**config.mk**
```make
export PLATFORM = sky130hd
export DESIGN_NAME = nld_drive_ramp_sequencer_flat
export DESIGN_NICKNAME = d
export VERILOG_FILES = /design/src/rtl/nld_drive_ramp_sequencer_if.sv /design/src/rtl/nld_drive_ramp_sequencer.sv /design/src/flat_wrapper.sv
export SDC_FILE = /design/constraint.sdc
export NUM_CORES = 1
export LEC_CHECK = 0
export CAP_MARGIN = 20
export CORE_AREA = 2 2 132 134
export CTS_BUF_LIST = sky130_fd_sc_hd__clkbuf_4
export DETAILED_ROUTE_END_ITERATION = 10
export DIE_AREA = 0 0 134 136
export PLACE_DENSITY_LB_ADDON = 0.2
export SKIP_LAST_GASP = 1
export SLEW_MARGIN = 20
export SYNTH_ARGS = -nofsm -noshare
export SYNTH_HDL_FRONTEND = slang
export SYNTH_SLANG_ARGS = --single-unit
```
**constraint.sdc**
```tcl
create_clock -name aclk -period 8.8 [get_ports aclk]
set_input_delay 2.64 -clock aclk [delete_from_list [all_inputs] [get_ports aclk]]
set_output_delay 2.64 -clock aclk [all_outputs]
set_load 0.005 [all_outputs]
```
**src/rtl/nld_drive_ramp_sequencer_if.sv**
```systemverilog
// AXI4-Lite write-only channel bundle used by the
// drive ramp sequencer to program the NLD registers.
interface nld_drive_ramp_sequencer_if;
   logic [3:0]  awaddr;
   logic        awvalid;
   logic        awready;
   logic [31:0] wdata;
   logic        wvalid;
   logic        wready;
   logic [1:0]  bresp;
   logic        bvalid;
   logic        bready;

   modport master (
      output awaddr, awvalid, wdata, wvalid, bready,
      input  awready, wready, bresp, bvalid
   );

   modport slave (
      input  awaddr, awvalid, wdata, wvalid, bready,
      output awready, wready, bresp, bvalid
   );
endinterface

```
**src/rtl/nld_drive_ramp_sequencer.sv**
```systemverilog
// Ramps the NLD drive register one step per frame tick and
// orders the enable write so switching happens at low drive.
module nld_drive_ramp_sequencer #(
   parameter int unsigned TICKS_PER_STEP = 1,
   parameter logic [3:0]  ADDR_CTRL      = 4'h0,
   parameter logic [3:0]  ADDR_DRIVE     = 4'h4,
   parameter logic [15:0] DRIVE_RESET    = 16'd16384
) (
   input  logic        aclk,
   input  logic        aresetn,
   input  logic        cmd_valid,
   output logic        cmd_ready,
   input  logic [15:0] cmd_drive,
   input  logic        cmd_enable,
   input  logic [15:0] cmd_step,
   input  logic        frame_tick,
   nld_drive_ramp_sequencer_if.master m_axi,
   output logic [15:0] cur_drive,
   output logic        cur_enable,
   output logic        busy,
   output logic        err
);

   typedef enum logic [2:0] {
      IDLE, EN_WR, EN_RESP, WAIT_TICK,
      DRV_WR, DRV_RESP, DIS_WR, DIS_RESP
   } state_t;

   localparam logic [7:0] TPS = 8'(TICKS_PER_STEP);

   state_t      state_q, state_d;
   logic [7:0]  tick_cnt_q, tick_cnt_d;
   logic        tick_pend_q, tick_pend_d;
   logic [15:0] tgt_drive_q, tgt_drive_d;
   logic        tgt_en_q, tgt_en_d;
   logic [15:0] step_q, step_d;
   logic [15:0] next_q, next_d;
   logic [15:0] cur_drive_q, cur_drive_d;
   logic        cur_enable_q, cur_enable_d;
   logic        err_q, err_d;
   logic        aw_done_q, aw_done_d;
   logic        w_done_q, w_done_d;

   logic        is_wr;
   logic        aw_ok;
   logic        w_ok;
   logic        resp_ok;
   logic        tick_in;
   logic [16:0] up_sum;
   logic [15:0] dn_gap;
   logic [15:0] nxt_drive;
   state_t      after_ramp;

   // Next ramp value: step toward target, clamped, never wrapping
   always_comb begin
      up_sum    = {1'b0, cur_drive_q} + {1'b0, step_q};
      dn_gap    = cur_drive_q - tgt_drive_q;
      nxt_drive = tgt_drive_q;
      if (step_q == 16'd0) begin
         nxt_drive = tgt_drive_q;
      end else if (tgt_drive_q > cur_drive_q) begin
         if (up_sum < {1'b0, tgt_drive_q})
            nxt_drive = up_sum[15:0];
      end else begin
         if (step_q < dn_gap)
            nxt_drive = cur_drive_q - step_q;
      end
   end

   // AXI write channel outputs follow the current write state
   always_comb begin
      is_wr = (state_q == EN_WR) || (state_q == DRV_WR) ||
              (state_q == DIS_WR);
      m_axi.awvalid = is_wr && !aw_done_q;
      m_axi.wvalid  = is_wr && !w_done_q;
      m_axi.bready  = (state_q == EN_RESP) ||
                      (state_q == DRV_RESP) ||
                      (state_q == DIS_RESP);
      m_axi.awaddr  = 4'h0;
      m_axi.wdata   = 32'd0;
      unique case (state_q)
         EN_WR: begin
            m_axi.awaddr = ADDR_CTRL;
            m_axi.wdata  = 32'd1;
         end
         DRV_WR: begin
            m_axi.awaddr = ADDR_DRIVE;
            m_axi.wdata  = {16'd0, next_q};
         end
         DIS_WR: begin
            m_axi.awaddr = ADDR_CTRL;
            m_axi.wdata  = 32'd0;
         end
         default: begin
            m_axi.awaddr = 4'h0;
            m_axi.wdata  = 32'd0;
         end
      endcase
   end

   // Sequencer next-state and datapath updates
   always_comb begin
      state_d      = state_q;
      tick_cnt_d   = tick_cnt_q;
      tick_pend_d  = tick_pend_q;
      tgt_drive_d  = tgt_drive_q;
      tgt_en_d     = tgt_en_q;
      step_d       = step_q;
      next_d       = next_q;
      cur_drive_d  = cur_drive_q;
      cur_enable_d = cur_enable_q;
      err_d        = err_q;
      aw_done_d    = aw_done_q;
      w_done_d     = w_done_q;

      aw_ok   = aw_done_q || (m_axi.awvalid && m_axi.awready);
      w_ok    = w_done_q  || (m_axi.wvalid  && m_axi.wready);
      resp_ok = (m_axi.bresp == 2'b00);
      tick_in = frame_tick || tick_pend_q;

      after_ramp = (!tgt_en_q && cur_enable_q) ? DIS_WR : IDLE;

      if (frame_tick &&
          ((state_q == DRV_WR) || (state_q == DRV_RESP)))
         tick_pend_d = 1'b1;

      if (is_wr) begin
         aw_done_d = aw_ok;
         w_done_d  = w_ok;
      end

      unique case (state_q)
         IDLE: begin
            if (cmd_valid && cmd_ready) begin
               tgt_drive_d = cmd_drive;
               tgt_en_d    = cmd_enable;
               step_d      = cmd_step;
               tick_cnt_d  = 8'd0;
               tick_pend_d = 1'b0;
               if (cmd_enable && !cur_enable_q)
                  state_d = EN_WR;
               else if (cmd_drive != cur_drive_q)
                  state_d = WAIT_TICK;
               else if (!cmd_enable && cur_enable_q)
                  state_d = DIS_WR;
            end
         end
         EN_WR: begin
            if (aw_ok && w_ok) begin
               aw_done_d = 1'b0;
               w_done_d  = 1'b0;
               state_d   = EN_RESP;
            end
         end
         EN_RESP: begin
            if (m_axi.bvalid) begin
               if (resp_ok) begin
                  cur_enable_d = 1'b1;
                  state_d = (tgt_drive_q != cur_drive_q) ?
                            WAIT_TICK : IDLE;
               end else begin
                  err_d   = 1'b1;
                  state_d = IDLE;
               end
            end
         end
         WAIT_TICK: begin
            if (tick_in) begin
               tick_pend_d = tick_pend_q && frame_tick;
               if (tick_cnt_q + 8'd1 >= TPS) begin
                  tick_cnt_d = 8'd0;
                  next_d     = nxt_drive;
                  state_d    = DRV_WR;
               end else begin
                  tick_cnt_d = tick_cnt_q + 8'd1;
               end
            end
         end
         DRV_WR: begin
            if (aw_ok && w_ok) begin
               aw_done_d = 1'b0;
               w_done_d  = 1'b0;
               state_d   = DRV_RESP;
            end
         end
         DRV_RESP: begin
            if (m_axi.bvalid) begin
               if (resp_ok) begin
                  cur_drive_d = next_q;
                  if (next_q == tgt_drive_q) begin
                     tick_pend_d = 1'b0;
                     state_d     = after_ramp;
                  end else begin
                     state_d = WAIT_TICK;
                  end
               end else begin
                  err_d       = 1'b1;
                  tick_pend_d = 1'b0;
                  state_d     = IDLE;
               end
            end
         end
         DIS_WR: begin
            if (aw_ok && w_ok) begin
               aw_done_d = 1'b0;
               w_done_d  = 1'b0;
               state_d   = DIS_RESP;
            end
         end
         DIS_RESP: begin
            if (m_axi.bvalid) begin
               if (resp_ok)
                  cur_enable_d = 1'b0;
               else
                  err_d = 1'b1;
               state_d = IDLE;
            end
         end
         default: state_d = IDLE;
      endcase
   end

   // State and datapath registers
   always_ff @(posedge aclk) begin
      if (!aresetn) begin
         state_q      <= IDLE;
         tick_cnt_q   <= 8'd0;
         tick_pend_q  <= 1'b0;
         tgt_drive_q  <= DRIVE_RESET;
         tgt_en_q     <= 1'b0;
         step_q       <= 16'd0;
         next_q       <= DRIVE_RESET;
         cur_drive_q  <= DRIVE_RESET;
         cur_enable_q <= 1'b0;
         err_q        <= 1'b0;
         aw_done_q    <= 1'b0;
         w_done_q     <= 1'b0;
      end else begin
         state_q      <= state_d;
         tick_cnt_q   <= tick_cnt_d;
         tick_pend_q  <= tick_pend_d;
         tgt_drive_q  <= tgt_drive_d;
         tgt_en_q     <= tgt_en_d;
         step_q       <= step_d;
         next_q       <= next_d;
         cur_drive_q  <= cur_drive_d;
         cur_enable_q <= cur_enable_d;
         err_q        <= err_d;
         aw_done_q    <= aw_done_d;
         w_done_q     <= w_done_d;
      end
   end

   assign cmd_ready  = aresetn && (state_q == IDLE);
   assign busy       = (state_q != IDLE);
   assign cur_drive  = cur_drive_q;
   assign cur_enable = cur_enable_q;
   assign err        = err_q;

endmodule
```
**src/flat_wrapper.sv**
```systemverilog
// flat-port wrapper written by rule: the top's interface ports become plain ports
module nld_drive_ramp_sequencer_flat 
#(
   parameter int unsigned TICKS_PER_STEP = 1,
   parameter logic [3:0]  ADDR_CTRL      = 4'h0,
   parameter logic [3:0]  ADDR_DRIVE     = 4'h4,
   parameter logic [15:0] DRIVE_RESET    = 16'd16384
)
  (aclk, aresetn, cmd_valid, cmd_ready, cmd_drive, cmd_enable, cmd_step, frame_tick, cur_drive, cur_enable, busy, err, m_axi_awaddr, m_axi_awvalid, m_axi_wdata, m_axi_wvalid, m_axi_bready, m_axi_awready, m_axi_wready, m_axi_bresp, m_axi_bvalid);
  nld_drive_ramp_sequencer_if m_axi_i ();
  input  logic aclk;
  input  logic aresetn;
  input  logic cmd_valid;
  output logic cmd_ready;
  input  logic [15:0] cmd_drive;
  input  logic cmd_enable;
  input  logic [15:0] cmd_step;
  input  logic frame_tick;
  output logic [15:0] cur_drive;
  output logic cur_enable;
  output logic busy;
  output logic err;
  output wire logic [$bits(m_axi_i.awaddr)-1:0] m_axi_awaddr;
  output wire logic [$bits(m_axi_i.awvalid)-1:0] m_axi_awvalid;
  output wire logic [$bits(m_axi_i.wdata)-1:0] m_axi_wdata;
  output wire logic [$bits(m_axi_i.wvalid)-1:0] m_axi_wvalid;
  output wire logic [$bits(m_axi_i.bready)-1:0] m_axi_bready;
  input wire logic [$bits(m_axi_i.awready)-1:0] m_axi_awready;
  input wire logic [$bits(m_axi_i.wready)-1:0] m_axi_wready;
  input wire logic [$bits(m_axi_i.bresp)-1:0] m_axi_bresp;
  input wire logic [$bits(m_axi_i.bvalid)-1:0] m_axi_bvalid;
  assign m_axi_awaddr = m_axi_i.awaddr;
  assign m_axi_awvalid = m_axi_i.awvalid;
  assign m_axi_wdata = m_axi_i.wdata;
  assign m_axi_wvalid = m_axi_i.wvalid;
  assign m_axi_bready = m_axi_i.bready;
  assign m_axi_i.awready = m_axi_awready;
  assign m_axi_i.wready = m_axi_wready;
  assign m_axi_i.bresp = m_axi_bresp;
  assign m_axi_i.bvalid = m_axi_bvalid;
  nld_drive_ramp_sequencer #(.TICKS_PER_STEP(TICKS_PER_STEP), .ADDR_CTRL(ADDR_CTRL), .ADDR_DRIVE(ADDR_DRIVE), .DRIVE_RESET(DRIVE_RESET)) u_core (.aclk(aclk), .aresetn(aresetn), .cmd_valid(cmd_valid), .cmd_ready(cmd_ready), .cmd_drive(cmd_drive), .cmd_enable(cmd_enable), .cmd_step(cmd_step), .frame_tick(frame_tick), .m_axi(m_axi_i), .cur_drive(cur_drive), .cur_enable(cur_enable), .busy(busy), .err(err));
endmodule
```
==> metrics.cfg, run 1 <==
[timing]
slew_violations=0
min_period_over_period_pct=78.6
timing.fmax_mhz=145
fin_worst_skew_ns=0.0234
final-setup-viol-count=0
finalHoldViolCount=0
worst_pin_slew_ns=0.966
slew_headroom_pct=35.4
setup_slack_ns=1.89
tns_ns=0
fin_crit_ns=6.91
whs_ns=0.490
rsz0062_at_grt=false

[cells_and_area]
stdcell_area_mm2=0.00841
area_growth_pct=14.0
drive_gt1_share_pct=4.04
fill_cells=1716
multiInputGateArea_mm2=0.00528
fin_nets=1134
register_area_mm2=0.00162
antenna_cells=0

[worst_setup_path]
startpoint_type=input pin
crit_path_max_fanout=33
path_delay_family=buffers and inverters
crit_chain=clkdlybuf4s50_1, buf_4, clkinv_1, nor2_1, clkdlybuf4s50_1
required_ns=6.16
crit_path_top_delay_cell=clkdlybuf4s50_1
critPathMaxStageDelay_ns=0.52
critPathArrivalTime_ns=4.27
critical_path_class=input pin to primary output
path_buf_inv=4
cp-end-kind=primary output
worst_path_most_repeated_cell=clkdlybuf4s50_1

[synthesis]
synth_top_cell_by_area=dfxtp_1
synth_area_per_cell_um2=7.71
ys_seq_area_share_pct=22.0
synth-async-reset-ratio_pct=0
synthTopCellsByCount=nand2_1, dfxtp_1, ha_1
ys.flop_type=dfxtp_1
yosysTopAreaCellShare_pct=22.0
yosysMostFrequentCell=nand2_1
synth-edff-count=0
ys_ff_latch=81
synth.distinct_cells=80
netlist_area_mm2=0.00738
yosysWarnings=0
synthCells=957
synth_area_leaders=dfxtp_1, ha_1, nand2_1

[clock_network]
clk_latency_ns=0.49
cts_max_path_buffers=2
cts_resized=0
cts_tree=done
root_buffer=clkbuf_4
clk_pin_slew_ns=0.15
cts.sinks=81
cts_buffers=9
holdBufCountCts=0
htreeDepth=3
cts_setup_buffers=0

[floorplan]
initial_core_util_pct=43.7
die_h_um=136
num_rows=48
die_area_mm2=0.0182
pin_count=101
dieWidth_um=134
coreArea_mm2=0.0169

[drt]
num_vias=7091
routed_wl_um=22500
drtAntennaViolNets=0
dr.pass1.iters=5
wl_per_cell_um=18.2
drt_iter0_drc=584
drt-vias-per-instance=5.72
post-route-drc-count=0

[placed_design]
place_area_mm2=0.00826
preCtsSetupSlack_ns=1.91
place_congestion=0.891
portBuffers=81
place_hpwl_um=17500

[global_routing]
grt_max_degree=65
gr-total-overflow=0
grt_pass1_wl_um=34800
antenna_found_initial=0
grt.total_usage_pct=24.6
grt_pass1_vias=6527

[worst_hold_path]
hold_path_class=register to register

[pwr]
max-vdd-ir-drop_v=0.000137
leakage_nw=3.46
power.density_mw_per_mm2=222

[run]
max_cap_viol_count=0

[run_status]
status=finished, final reports clean

## metrics by stage
stage	instances	total power [mW]	util, %
after global routing	1240	2.01	49.9
final	1240	1.87	49.9
after floorplan	975	1.30	-
after global placement	1224	1.59	49.0
after CTS	1240	1.85	49.8
after detailed placement	1224	1.60	49.0
## sequential cells by signal, summed over array words and instances (netlist names)
signal,count
u_core.aw_done_q,1
u_core.cur_drive,16
u_core.cur_enable,1
u_core.err,1
u_core.next_q,16
u_core.state_q,3
u_core.step_q,16
u_core.tgt_drive_q,16
u_core.tgt_en_q,1
u_core.tick_cnt_q,8
u_core.tick_pend_q,1
u_core.w_done_q,1
## tightest hold or removal path: stages (launching register included)
cell,delay [ns]
dfxtp_1,0.36
a31oi_1,0.04
nor2_1,0.07
## report_power, final
part / internal, mW / switching [mW]
logic: 0.460 / 0.676
registers: 0.414 / 0.0658
clock network: 0.0893 / 0.165
total: 0.963 / 0.907
## logic make-up (layout without fill, tap and decap cells)
group	after synthesis	after routing	synth area share (%)
compound gates	273	273	26.1
xor+xnor	65	65	7.71
fa+ha+maj	82	82	14.2
buf+inv	126	166	7.54
flops	81	81	22.0
mux	7	7	0.966
other cells	1	19	0.0508
simple gates	322	322	21.4
## worst paths after layout
check                                 startpoint           endpoint  slack, ns  cells after the start
worst max-delay path                     aresetn          cmd_ready       1.89                      5
worst min-delay path                  u_core.err         u_core.err       0.49                      2
worst max register to register  u_core.step_q[1]  u_core.next_q[14]       3.61                     18
worst min register to register        u_core.err         u_core.err       0.49                      2
## layout make-up
cell class,instances,share of cell area [%]
clock buffers,9,0.803
clock inverters,7,0.907
inverters,65,2.90
multi-input cells,768,62.8
flip-flops and latches,81,19.3
well taps,225,3.35
repair buffers,85,9.99
## layout by cell type, fill, tap and decap left out, types with 5 or more instances in the layout
cell / n
nand2_1: 108
clkdlybuf4s50_1: 81
dfxtp_1: 81
ha_1: 79
a21oi_1: 67
inv_1: 63
nor2_1: 54
o21ai_0: 41
xor2_1: 38
o31ai_1: 32
nor3_1: 29
xnor2_1: 27
and2_1: 24
conb_1: 19
nand3_1: 18
nand2b_1: 14
nor4_1: 14
a211oi_1: 14
nand4_1: 12
a21o_1: 11
a31oi_1: 11
nor2b_1: 10
o21a_1: 10
clkbuf_4: 9
a2111oi_0: 8
and3_1: 8
o21bai_1: 7
o211ai_1: 7
nor3b_1: 6
or3_1: 6
mux2i_1: 6
nand3b_1: 5
a21boi_0: 5
a32oi_1: 5
a22oi_1: 5
## metal layers
layer  wire (um)  global-route usage [%]  up-vias
li1            -                       -     3528
met1       10600                    33.8     3304
met2       10100                    40.1      230
met3        1420                    3.73       29
met4         415                    6.91        0
met5           0                       0        -
Power figures use the tool's default switching activity.
==> run 2: changes to the inputs <==
- clock period: 8.8 -> 5.9 ns (I/O delays scaled with it)
==> run 2 against run 1 <==
  * Critical path depth increased by 15
  * Flip-flop and latch count stayed put
  * Non-clock buffer count rose by 2
  * Total power up 50%
  * Hold slack better by 0.0069 ns
  * Clock power grew 50%
  * Sequential power is 49% higher
  * Global-route usage is 0.49 points higher
  * Combinational power grew 49%
  * Die area is the same
  * First-iteration DRC count increased by 24%
  * Critical endpoint is now u_core.next_q[15]
==> metrics.cfg, run 2 (synthesized netlist as in run 1, its figures left out) <==
[floorplan]
num_rows=48  ; unchanged
pin_count=101  ; unchanged
initial_core_util_pct=43.7  ; unchanged
die_area_mm2=0.0182  ; unchanged
die_h_um=136  ; unchanged
coreArea_mm2=0.0169  ; unchanged
dieWidth_um=134  ; unchanged

[worst_setup_path]
critPathArrivalTime_ns=5.72  ; +1.45 ns
critPathMaxStageDelay_ns=0.54  ; +0.02 ns
ff2ff_setup_slack_ns=0.64  ; -2.97 ns
crit_path_top_delay_cell=a31oi_1
cp-end-kind=register
required_ns=6.35  ; +0.19 ns
startpoint_type=register
worst_path_most_repeated_cell=a21o_1
critPathCapture=u_core.next_q[15]
crit_chain=ha_1, inv_1, fa_1, a21o_1, a21oi_1, o21ai_2, a21bo_2, a21o_1, a21o_1, a21oi_1, xor2_1, ha_1, nand2_1, nor3_1, o21ai_0, a31oi_1, nor2_1, a2111oi_0, o211ai_1, o211ai_1
critPathLaunch=u_core.tgt_drive_q[0]
crit_path_max_fanout=8  ; -76%
reg2reg_from=u_core.tgt_drive_q[0]
r2r_cells=20  ; +2
critical_path_class=register to register
reg2reg_to=u_core.next_q[15]

[clock_network]
cts_max_path_buffers=2  ; unchanged
holdBufCountCts=0  ; unchanged
cts.sinks=81  ; unchanged
cts_tree=done
cts_buffers=9  ; unchanged
root_buffer=clkbuf_4
clk_pin_slew_ns=0.16  ; about the same
cts_resized=0  ; unchanged
cts_setup_buffers=0  ; unchanged
htreeDepth=3  ; unchanged
clk_latency_ns=0.51  ; +0.02 ns

[drt]
routed_wl_um=23000  ; +2.2%
wl_per_cell_um=18.5  ; +2.0%
dr.pass1.iters=5  ; unchanged
drtAntennaViolNets=0  ; unchanged
num_vias=7195  ; +1.5%
drt_iter0_drc=723  ; +24%
post-route-drc-count=0  ; unchanged
drt-vias-per-instance=5.79  ; +1.2%

[global_routing]
grt_max_degree=64  ; -1.5%
antenna_found_initial=1  ; +1
grt.total_usage_pct=25.1  ; +0.49 points
grt_busiest_layer=met2
use_met2_pct=40.7  ; +0.63 points
grt_use_met1_pct=34.8  ; +1.0 points
grt_util_met3_pct=3.21  ; -0.52 points
gr-total-overflow=0  ; unchanged
grt_pass1_wl_um=35400  ; +1.7%
grt_pass1_vias=6500  ; -0.41%

[pwr]
leakage_nw=3.47  ; +0.17%
power_frac_comb_pct=60.8  ; about the same
power.density_mw_per_mm2=332  ; +49%
internal_power_mw=1.44  ; +50%
clockPowerShare_pct=13.6  ; about the same
p_switching_mw=1.36  ; +50%
max-vdd-ir-drop_v=0.000173  ; +26%
swShare_pct=48.5  ; about the same
seq_power_share_pct=25.5  ; -0.2 points

[run]
max_cap_viol_count=0  ; unchanged

[cells_and_area]
layout_commonest_cell=nand2_1
final_cell_mix=nand2_1, clkdlybuf4s50_1, dfxtp_1, ha_1, a21oi_1
fin_nets=1136  ; +0.18%
stdcell_area_mm2=0.00842  ; +0.12%
area_growth_pct=14.1
drive_gt1_share_pct=4.33  ; +0.29 points
final_util_pct=49.9  ; +0.059 points

[timing]
slew_headroom_pct=29.8  ; -5.6 points
fin_crit_ns=5.26
tns_ns=0  ; unchanged
min_period_over_period_pct=89.2
fin_worst_skew_ns=0.0161  ; -0.00731 ns
timing.fmax_mhz=190
final-setup-viol-count=0  ; unchanged
finalHoldViolCount=0  ; unchanged
slew_violations=0  ; unchanged
rsz0062_at_grt=false
worst_pin_slew_ns=1.05  ; +0.0837 ns

[worst_hold_path]
hold_depth=2  ; unchanged
hold_start=u_core.err
hold_path_class=register to register

[placed_design]
portBuffers=81  ; unchanged
place_hpwl_um=17900  ; +1.8%
place_area_mm2=0.00828  ; +0.18%
place_congestion=0.907  ; +1.8%

[run_status]
status=finished, final reports clean

## run 2: worst min path at each step
| stage | endpoint | slack, ns |
|---|---|---|
| final | u_core.err | 0.50 |
| after global routing | u_core.tick_cnt_q[5] | 0.53 |
| after CTS | u_core.tgt_en_q | 0.50 |
| after detailed placement | u_core.tgt_en_q | 0.47 |
| after global placement | u_core.err | 0.46 |
| after floorplan | u_core.tgt_en_q | 0.45 |
## run 2: power by group through the flow
| stage | registers, mW | logic (mW) | clock network (mW) |
|---|---|---|---|
| after floorplan | 0.682 | 1.26 | 0 |
| after global placement | 0.725 | 1.66 | 0 |
| after detailed placement | 0.725 | 1.67 | 0 |
| after CTS | 0.713 | 1.68 | 0.377 |
| after global routing | 0.727 | 1.87 | 0.397 |
| final | 0.715 | 1.70 | 0.382 |
## run 2: worst max-delay path, delay by kind of cell, from the launching register on
family          cells  cell delay [ns]
compound gates     12             2.90
xor+xnor            1             0.09
flops               1             0.49
simple gates        3             0.70
fa+ha+maj           3             0.94
buf+inv             1             0.07
## run 2: area by class of cell
cell class / instances / area (um2)
multi-input cells: 768 / 5280
fillers: 1708 / 8450
clock buffers: 10 / 75.1
inverters: 65 / 244
well taps: 225 / 282
repair buffers: 87 / 856
diodes: 1 / 2.50
flip-flops and latches: 81 / 1620
clock inverters: 6 / 67.6
## run 2: metrics by stage
step	total power [mW]	std cells	setup WS [ns]	hold WS [ns]
after floorplan	1.94	975	1.80	0.445
after global placement	2.38	1226	0.754	0.456
after detailed placement	2.39	1226	0.753	0.466
after CTS	2.77	1242	0.721	0.498
after global routing	3.00	1243	0.382	0.528
final	2.80	1243	0.636	0.497
## run 2: routing by layer
layer | share of wire, % | vias up | wire length [um]
met5 | 0 | - | 0
met4 | 2.2 | 0 | 507
met3 | 7.0 | 36 | 1610
met2 | 45 | 279 | 10300
met1 | 46 | 3360 | 10700
li1 | - | 3520 | -
==> run 3: changes to the inputs <==
- ABC_AREA: default -> 1
- CORE_AREA: 2 2 132 134 -> 2 2 131 133
- DIE_AREA: 0 0 134 136 -> 0 0 133 135
==> run 3 against run 2 <==
  * Largest power group unchanged
  * Clock power decreased by 4%
  * Synthesized area fell by 0.56%
  * Cell area is 0.65% lower
  * First-iteration DRC count is 13% lower
  * Hold slack lost 0.026 ns
  * Core utilization is 1.1 points higher
  * Die area is 1.5% lower
  * Critical path type is now input pin to primary output
==> metrics.cfg, run 3 <==
[run]
max_cap_viol_count=0  ; unchanged

[worst_setup_path]
crit_path_max_fanout=10  ; +2
cp-end-kind=primary output
ff2ff_setup_slack_ns=1.31  ; +0.67 ns
startpoint_type=input pin
required_ns=4.13  ; -2.22 ns
critical_path_class=input pin to primary output
reg2reg_to=u_core.next_q[13]
critPathArrivalTime_ns=2.87  ; -2.85 ns
critPathLaunch=aresetn
critPathCapture=cmd_ready
reg2reg_from=u_core.tgt_drive_q[4]
r2r_cells=22  ; +10%

[pwr]
p_total_mw=2.82  ; +0.92%
max-vdd-ir-drop_v=0.000252  ; +46%
power.density_mw_per_mm2=338  ; +1.6%
leakage_nw=3.98  ; +15%

[cells_and_area]
final_cell_mix=nand2_1, a21oi_1, inv_1, nor2_1, dfxtp_1
fill_cells=1668  ; -2.3%
final_util_pct=51.0  ; +1.1 points
stdcell_area_mm2=0.00837  ; -0.65%
layout_commonest_cell=nand2_1
drive_gt1_share_pct=4.97  ; +0.64 points
area_growth_pct=14.0  ; about the same
fin_nets=1286  ; +13%
fin_cells=1388  ; +12%

[clock_network]
cts_tree=done
root_buffer=clkbuf_4
cts.sinks=81  ; unchanged
cts_max_path_buffers=2  ; unchanged
holdBufCountCts=0  ; unchanged
cts_resized=0  ; unchanged
clk_latency_ns=0.50  ; about the same
htreeDepth=3  ; unchanged
clk_pin_slew_ns=0.15  ; about the same
cts_setup_buffers=0  ; unchanged
cts_buffers=9  ; unchanged

[drt]
drt-vias-per-instance=5.28  ; -8.7%
drt_iter0_drc=629  ; -13%
post-route-drc-count=0  ; unchanged
dr.pass1.iters=7  ; +2
routed_wl_um=21600  ; -6.3%
drtAntennaViolNets=0  ; unchanged
num_vias=7334  ; +1.9%
wl_per_cell_um=15.5  ; -16%

[timing]
worst_pin_slew_ns=0.790  ; -0.260 ns
rsz0062_at_grt=false
fin_crit_ns=4.64  ; -0.622 ns
tns_ns=0  ; unchanged
min_period_over_period_pct=78.7  ; -11 points
final-setup-viol-count=0  ; unchanged
timing.fmax_mhz=215  ; +13%
slew_violations=0  ; unchanged
setup_slack_ns=1.26  ; +0.622 ns
slew_headroom_pct=47.2  ; +17 points
whs_ns=0.471  ; -0.0255 ns
fin_worst_skew_ns=0.0267  ; +0.0106 ns
finalHoldViolCount=0  ; unchanged

[synthesis]
yosysTopAreaCellShare_pct=22.1  ; +0.12 points
synth_area_leaders=dfxtp_1, ha_1, nand2_1
ys_ff_latch=81  ; unchanged
synthTopCellsByCount=nand2_1, a21oi_1, inv_1
synth_top_cell_by_area=dfxtp_1
ys.flop_type=dfxtp_1
synth.distinct_cells=51  ; -36%
netlist_area_mm2=0.00734  ; -0.56%
synth-edff-count=0  ; unchanged
ys_seq_area_share_pct=22.1  ; +0.12 points
synthCells=1104  ; +15%
synth_area_per_cell_um2=6.65  ; -14%
yosysWarnings=0  ; unchanged
synth-async-reset-ratio_pct=0  ; unchanged
yosysMostFrequentCell=nand2_1

[global_routing]
grt_pass1_wl_um=34700  ; -2.2%
grt.total_usage_pct=24.5  ; -0.61 points
antenna_found_initial=1  ; unchanged
grt_pass1_vias=6726  ; +3.5%
gr-total-overflow=0  ; unchanged
grt_max_degree=71  ; +11%

[placed_design]
preCtsSetupSlack_ns=1.26  ; +0.504 ns
portBuffers=81  ; unchanged
place_inst=1371  ; +12%
place_hpwl_um=16800  ; -5.9%
place_congestion=0.936  ; +3.2%
place_area_mm2=0.00821  ; -0.79%

[floorplan]
dieWidth_um=133  ; -0.75%
initial_core_util_pct=44.7  ; +1.0 points
num_rows=47  ; -2.1%
pin_count=101  ; unchanged
die_area_mm2=0.0180  ; -1.5%
die_h_um=135  ; -0.74%
coreArea_mm2=0.0164  ; -2.8%

[run_status]
status=finished, final reports clean

[worst_hold_path]
hold_path_class=register to register

run 3: cell types whose count changed after synthesis, sizes merged, moves of 14 or more:
cell / change
and2: -24
o31ai: -29
nand2b: -14
nand3: +58
nor2: +31
inv: +70
o21ai: +32
nor3: -18
nand2: +115
a21oi: +71
run 3: critical path, stage by stage:
cell             delay [ns]
buf_2                  0.09
clkinv_1               0.26
nor2_2                 0.23
clkdlybuf4s50_1        0.52
run 3: area by class of cell:
class	count	area (um2)	area share, %
multi-input combinational	850	4980	59.6
sequential	81	1620	19.4
timing repair buffer	84	828	9.90
inverter	136	512	6.12
tap	220	275	3.29
clock inverter	7	77.6	0.927
clock buffer	9	67.6	0.807
antenna	1	2.50	0.0299
run 3: per-layer routing:
metal | part of all wire [%] | track usage [%]
met5 | 0 | 0
met4 | 1.8 | 6.81
met3 | 5.4 | 3.60
met2 | 44 | 39.1
met1 | 48 | 34.4
run 3: report_power, final:
| group | total, mW | internal, mW | switching (mW) | leakage, nW |
|---|---|---|---|---|
| clock network | 0.368 | 0.133 | 0.234 | 0.0773 |
| registers | 0.701 | 0.616 | 0.0852 | 0.659 |
| logic | 1.76 | 0.626 | 1.13 | 3.24 |
run 3: kinds of logic (layout without fill, tap and decap cells):
| group | count (synthesis) | after routing | synth area share, % |
|---|---|---|---|
| flops | 81 | 81 | 22.1 |
| fa+ha+maj | 82 | 82 | 14.3 |
| other cells | 1 | 20 | 0.0511 |
| simple gates | 424 | 424 | 24.6 |
| buf+inv | 191 | 236 | 11.0 |
| xor+xnor | 61 | 61 | 7.28 |
| compound gates | 264 | 264 | 20.6 |
run 3: worst min-delay path by stage:
stage / from / to / slack [ns] / depth (start not counted)
final: u_core.tick_cnt_q[2] / u_core.tick_cnt_q[2] / 0.47 / 2
after global routing: u_core.tick_cnt_q[2] / u_core.tick_cnt_q[2] / 0.49 / 2
after CTS: u_core.tick_cnt_q[2] / u_core.tick_cnt_q[2] / 0.48 / 2
after detailed placement: u_core.tick_cnt_q[2] / u_core.tick_cnt_q[2] / 0.46 / 2
after global placement: u_core.tick_cnt_q[2] / u_core.tick_cnt_q[2] / 0.45 / 2
after floorplan: u_core.tick_cnt_q[2] / u_core.tick_cnt_q[2] / 0.43 / 2
